**src/rtl/jt10_adpcma_fetch.sv**
```systemverilog
// jt10_adpcma_fetch: ADPCM-A fetch front end for six time-multiplexed channels.
// Holds per-channel start/end pages and playback state, fetches ROM bytes over
// a single-outstanding request/ack handshake, and presents one nibble per slot.
// Build option: define JT10_ADPCMA_LOOP_EN to add the loop_en input; a looping
// channel reloads its start address at the end of the sample instead of stopping.
module jt10_adpcma_fetch #(
  parameter int AW  = 24,
  parameter int NCH = 6
) (
  input  logic          clk,
  input  logic          rst_n,
  input  logic          cen,
  input  logic [2:0]    up_ch,
  input  logic          up_wr_start,
  input  logic          up_wr_end,
  input  logic [AW-9:0] up_addr,
  input  logic [5:0]    key_on,
  input  logic [5:0]    key_off,
  input  logic [5:0]    flag_clr,
`ifdef JT10_ADPCMA_LOOP_EN
  input  logic [5:0]    loop_en,
`endif
  output logic [AW-1:0] rom_addr,
  output logic          rom_cs,
  input  logic [7:0]    rom_data,
  input  logic          rom_ok,
  output logic [2:0]    slot,
  output logic [3:0]    data,
  output logic          chon,
  output logic          clr,
  output logic [5:0]    end_flags
);

  typedef enum logic [1:0] {ST_IDLE, ST_START, ST_RUN, ST_END} ch_st_t;

  ch_st_t         st_q    [NCH];
  logic [AW-9:0]  start_q [NCH];
  logic [AW-9:0]  end_q   [NCH];
  logic [AW-1:0]  cur_q   [NCH];
  logic [7:0]     byte_q  [NCH];
  logic [NCH-1:0] bval_q;
  logic [NCH-1:0] nhi_q;
  logic [NCH-1:0] flags_q;

  logic [2:0]     slot_q;
  logic [3:0]     data_q;
  logic           chon_q;
  logic           clr_q;

  logic           cs_q;
  logic [AW-1:0]  addr_q;
  logic [2:0]     fch_q;
  logic [2:0]     last_q;
  logic           disc_q;

  logic [2:0]     slot_d;
  logic [NCH-1:0] kev, kon, loop_v;
  logic [NCH-1:0] slot_hit, at_end, hit_end, fill, cand;
  logic           pick_vld;
  logic [2:0]     pick_ch;

  assign kev    = key_on | key_off;
  assign kon    = key_on & ~key_off;
`ifdef JT10_ADPCMA_LOOP_EN
  assign loop_v = loop_en;
`else
  assign loop_v = '0;
`endif
  assign slot_d = (slot_q == 3'(NCH - 1)) ? 3'd0 : slot_q + 3'd1;

  // Per-channel qualifiers; a key event on a channel overrides its slot and fetch
  always_comb begin
    slot_hit = '0;
    at_end   = '0;
    hit_end  = '0;
    fill     = '0;
    cand     = '0;
    for (int c = 0; c < NCH; c++) begin
      slot_hit[c] = cen && (slot_d == 3'(c)) && !kev[c];
      at_end[c]   = (cur_q[c] == {end_q[c], 8'hFF});
      hit_end[c]  = slot_hit[c] && (st_q[c] == ST_RUN) && bval_q[c] && !nhi_q[c] && at_end[c];
      fill[c]     = cs_q && rom_ok && (fch_q == 3'(c)) && !disc_q && !kev[c];
      cand[c]     = ((st_q[c] == ST_RUN) || (st_q[c] == ST_START)) && !bval_q[c] && !kev[c];
    end
  end

  // Round-robin search for the next channel needing a byte, starting after the last grant
  always_comb begin
    pick_vld = 1'b0;
    pick_ch  = 3'd0;
    for (int k = 1; k <= NCH; k++) begin
      if (!pick_vld && cand[(int'(last_q) + k) % NCH]) begin
        pick_vld = 1'b1;
        pick_ch  = 3'((int'(last_q) + k) % NCH);
      end
    end
  end

  // Channel state machines, address registers and byte buffers
  always_ff @(posedge clk) begin
    if (!rst_n) begin
      for (int c = 0; c < NCH; c++) begin
        st_q[c]    <= ST_IDLE;
        start_q[c] <= '0;
        end_q[c]   <= '0;
        cur_q[c]   <= '0;
        byte_q[c]  <= '0;
      end
      bval_q <= '0;
      nhi_q  <= '1;
    end else begin
      for (int c = 0; c < NCH; c++) begin
        if (up_wr_start && up_ch == 3'(c)) start_q[c] <= up_addr;
        if (up_wr_end && up_ch == 3'(c))   end_q[c]   <= up_addr;
        if (fill[c]) begin
          byte_q[c] <= rom_data;
          bval_q[c] <= 1'b1;
        end
        if (key_off[c]) begin
          st_q[c]   <= ST_IDLE;
          bval_q[c] <= 1'b0;
        end else if (key_on[c]) begin
          st_q[c]   <= ST_START;
          cur_q[c]  <= {start_q[c], 8'h00};
          nhi_q[c]  <= 1'b1;
          bval_q[c] <= 1'b0;
        end else if (slot_hit[c]) begin
          if (st_q[c] == ST_START) begin
            st_q[c] <= ST_RUN;
          end else if (st_q[c] == ST_RUN && bval_q[c]) begin
            if (nhi_q[c]) begin
              nhi_q[c] <= 1'b0;
            end else begin
              nhi_q[c]  <= 1'b1;
              bval_q[c] <= 1'b0;
              if (at_end[c]) begin
                if (loop_v[c]) cur_q[c] <= {start_q[c], 8'h00};
                else           st_q[c]  <= ST_END;
              end else begin
                cur_q[c] <= cur_q[c] + 1'b1;
              end
            end
          end
        end
      end
    end
  end

  // Sticky end flags: setting beats a same-cycle clear, key-on clears its own flag
  always_ff @(posedge clk) begin
    if (!rst_n) flags_q <= '0;
    else        flags_q <= (flags_q & ~flag_clr & ~kon) | hit_end;
  end

  // Slot output stage, advanced only on cen
  always_ff @(posedge clk) begin
    if (!rst_n) begin
      slot_q <= '0;
      data_q <= '0;
      chon_q <= 1'b0;
      clr_q  <= 1'b0;
    end else if (cen) begin
      slot_q <= slot_d;
      data_q <= '0;
      chon_q <= 1'b0;
      clr_q  <= 1'b0;
      if (!kev[slot_d]) begin
        if (st_q[slot_d] == ST_START) begin
          clr_q <= 1'b1;
        end else if (st_q[slot_d] == ST_RUN && bval_q[slot_d]) begin
          chon_q <= 1'b1;
          data_q <= nhi_q[slot_d] ? byte_q[slot_d][7:4] : byte_q[slot_d][3:0];
        end
      end
    end
  end

  // ROM request engine; a key event on the channel in flight discards its byte
  always_ff @(posedge clk) begin
    if (!rst_n) begin
      cs_q   <= 1'b0;
      addr_q <= '0;
      fch_q  <= '0;
      last_q <= 3'(NCH - 1);
      disc_q <= 1'b0;
    end else if (cs_q) begin
      if (kev[fch_q]) disc_q <= 1'b1;
      if (rom_ok)     cs_q   <= 1'b0;
    end else if (pick_vld) begin
      cs_q   <= 1'b1;
      addr_q <= cur_q[pick_ch];
      fch_q  <= pick_ch;
      last_q <= pick_ch;
      disc_q <= 1'b0;
    end
  end

  assign rom_addr  = addr_q;
  assign rom_cs    = cs_q;
  assign slot      = slot_q;
  assign data      = data_q;
  assign chon      = chon_q;
  assign clr       = clr_q;
  assign end_flags = flags_q;

endmodule

```
**config.mk**
```make
export PLATFORM = sky130hd
export DESIGN_NAME = jt10_adpcma_fetch
export DESIGN_NICKNAME = d
export VERILOG_FILES = /design/src/rtl/jt10_adpcma_fetch.sv
export SDC_FILE = /design/constraint.sdc
export NUM_CORES = 1
export LEC_CHECK = 0
export BUFFER_PORTS_ARGS = -buffer_cell sky130_fd_sc_hd__buf_2
export CAP_MARGIN = 25
export CORE_ASPECT_RATIO = 0.8
export CORE_MARGIN = 2
export CORE_UTILIZATION = 50
export CTS_BUF_LIST = sky130_fd_sc_hd__clkbuf_16
export DETAILED_ROUTE_END_ITERATION = 12
export PLACE_DENSITY = 0.69
export SYNTH_ARGS = -nofsm -noshare
export SYNTH_HDL_FRONTEND = slang
export SYNTH_SLANG_ARGS = --single-unit
```
**constraint.sdc**
```tcl
create_clock -name clk -period 13.1 [get_ports clk]
set_input_delay 1.31 -clock clk [delete_from_list [all_inputs] [get_ports clk]]
set_output_delay 1.31 -clock clk [all_outputs]
set_load 0.05 [all_outputs]
```
==> out/metrics.cfg <==
[sta]
timing.final.ws_setup_ps = 7340
final.setup_skew_ps = 17.7
whs_ps = 483
fin_crit_ps = 5760
finalCritPeriodShare = 0.439
timing.slew.headroom = 0.307
setup_viol = 0
drv_slew = 0
fmax_mhz = 174
hold_viol = 0
finalSetupTns_ps = 0
grt_setup_unrepaired = no
worst_pin_slew_ps = 1040

[grt]
grt_use_total = 0.278
grt_max_degree = 50
grt_pass1_wl_mm = 105
grt_overflow = 0
antenna_found_initial = 4
grt_pass1_vias = 16520

[logic_synthesis]
synth_edf_count = 396
synthesis.area_um2 = 24100
ys_warn_count = 0
synthArstFlopShare = 0
postSynthAreaPerCell_um2 = 11.1
ys_types = 95
seq_area_frac_synth = 0.541
ys_seq_elements = 454
ys.flop_type = edfxtp_1
synthCells = 2164
syn-num-nets = 2247

[setup_path]
crit_path_top_delay_cell = or4_4
required_ps = 13580
crit_fanout = 27
startpoint_type = flop
arrival_ps = 6240
crit_chain = inv_1 -> ha_1 -> a21oi_1 -> inv_1 -> ha_1 -> nor2b_1 -> a21oi_1 -> a311o_1 -> and4_4 -> a211oi_4 -> nand3_2 -> or4_4 -> a31o_1 -> buf_4 -> or4b_1 -> buf_4 -> o221ai_1 -> a21o_1
worstSetupPathType = reg -> reg
end_kind = flop
cp_slowest_stage_delay_ps = 640

[cells_and_area]
drive_gt1_frac = 0.130
final_nets = 2318
fillers = 3917
final_cell_area_um2 = 26700
areaGrowthSynthToFinish_pct = 10.8

[cts]
path_clk_slew_ps = 60
cts_buffers = 47
cts.repair.resized = 0
clk_latency_ps = 590
cts-root-buf = clkbuf_16
hold_buffers = 0
cts_setup_buffers = 0
tritoncts = built
cts.sinks = 454
cts_buffer_depth = 3
htreeDepth = 2

[pwr]
power.total_mw = 4.14
vdd_drop_max_uv = 136
p_leak_nw = 9.99
p_per_area_nw_per_um2 = 155

[run_status]
status = complete, no violations

[die]
die_h_um = 200
initial_core_util = 0.509
rows = 71
fp.coreArea_um2 = 47300
die_area_um2 = 50000
chipWidth_um = 250
ios = 91

[min_path]
hold_class = reg -> reg

[routing]
firstDrtPassIters = 6
drt_wl_total_mm = 69.8
drt-vias-per-instance = 6.07
drtIter0Drc = 2231
drtAntennaViolNets = 0
drcViolationCount = 0
post_drt_wl_per_cell_um = 24.1
vias = 17585

[place]
port_buffers = 90
gp_congestion = 0.935
dp_slack_ps = 7400
placed_area_um2 = 25100
dp_hpwl_mm = 48.5

[run]
maxCapViolCount = 0

==> where the power goes <==
group          switching [mW]  internal [mW]  leakage [nW]
sequential              0.112           1.67          4.51
clock                   0.586          0.789         0.793
combinational           0.593          0.384          4.68
==> stage by stage <==
stage          std cells   util
2_1_floorplan       2164      -
3_3_place_gp        2799  0.529
3_5_place_dp        2800  0.529
4_1_cts             2885  0.561
5_1_grt             2891  0.564
6_report            2895  0.564
==> cell families (layout without fill, tap and decap cells) <==
| group | count (synthesis) | in the layout | synth area share |
|---|---|---|---|
| fa+ha+maj | 32 | 32 | 0.0166 |
| buf+inv | 149 | 256 | 0.0299 |
| xor+xnor | 232 | 232 | 0.0853 |
| mux | 100 | 100 | 0.0470 |
| compound gates | 286 | 286 | 0.0839 |
| simple gates | 911 | 911 | 0.196 |
| other cells | 0 | 4 | 0 |
| flops | 454 | 454 | 0.541 |
==> state kept, by name, indices dropped and copies added, names as in the netlist <==
signal     flops
end_flags      6
data           4
last_q         2
start_q       96
clr            1
nhi_q          6
cur_q        144
slot           3
chon           1
rom_cs         1
bval_q         6
st_q          12
disc_q         1
rom_addr      24
end_q         96
byte_q        48
fch_q          3
==> final timing paths <==
path	startpoint	endpoint	slack (ps)	depth (start not counted)
setup / recovery	fch_q[1]$_SDFFE_PN0P_	rom_addr[23]$_SDFFE_PN0P_	7340	18
hold / removal	end_flags[4]$_SDFF_PN0_	end_flags[4]$_SDFF_PN0_	480	2
setup reg to reg	fch_q[1]$_SDFFE_PN0P_	rom_addr[23]$_SDFFE_PN0P_	7340	18
hold reg to reg	end_flags[4]$_SDFF_PN0_	end_flags[4]$_SDFF_PN0_	480	2
==> metal layers <==
layer | global-route usage | vias up | part of all wire
li1 | - | 7884 | -
met1 | 0.422 | 8722 | 0.45
met2 | 0.402 | 868 | 0.43
met3 | 0.0550 | 109 | 0.10
met4 | 0.0805 | 2 | 0.025
met5 | 0 | - | 0.00017
==> synthesized netlist by cell type (28+ instances only) <==
cell	number	area (um^2)
xnor2_1	106	928
a21o_1	28	210
o21ai_0	120	601
clkbuf_1	74	278
nand2_1	220	826
inv_1	40	150
dfxtp_1	58	1160
nor2_1	158	593
edfxtp_1	396	11900
xor2_1	124	1090
and2_1	224	1400
mux2i_1	59	591
nand3_1	85	425
mux2_2	33	372
and3_1	66	413
ha_1	32	400
nand4_1	32	200
==> final cells by class <==
cell class / count / area (um^2) / area share
flip-flops and latches: 454 / 13100 / 0.489
multi-input cells: 1561 / 10400 / 0.388
clock buffers: 47 / 1180 / 0.0440
repair buffers: 127 / 823 / 0.0308
well taps: 620 / 776 / 0.0290
clock inverters: 38 / 349 / 0.0131
inverters: 44 / 165 / 0.00618
diodes: 4 / 10.0 / 0.000375
==> cell usage in the layout (no fill, tap or decap), drive strengths merged, types with 5 or more instances in the layout <==
cell    count
o22ai       5
or4         7
o221ai     24
bufinv      7
nor2b      16
nor2      159
nand2b     13
a22oi      10
edfxtp    396
a21o       29
mux2       34
dfxtp      58
clkbuf     47
a211oi      8
mux4        7
and2      224
and4        8
o21ai     128
nand4      32
nand3      86
ha         32
mux2i      59
or2        10
nor3b       5
o211ai      5
a21oi      25
xor2      124
buf       127
a22o        8
inv        55
nand3b      6
and3       67
nand2     220
o31ai      10
xnor2     108
nor3       22
clkinv     20
nor4       21
==> critical path, delay by kind of cell, from the launching register on <==
family	cells	cell delay, ps
buf+inv	4	1100
simple gates	5	1520
fa+ha+maj	2	650
flops	1	600
compound gates	7	1760
(Power assumes the default switching activity.)
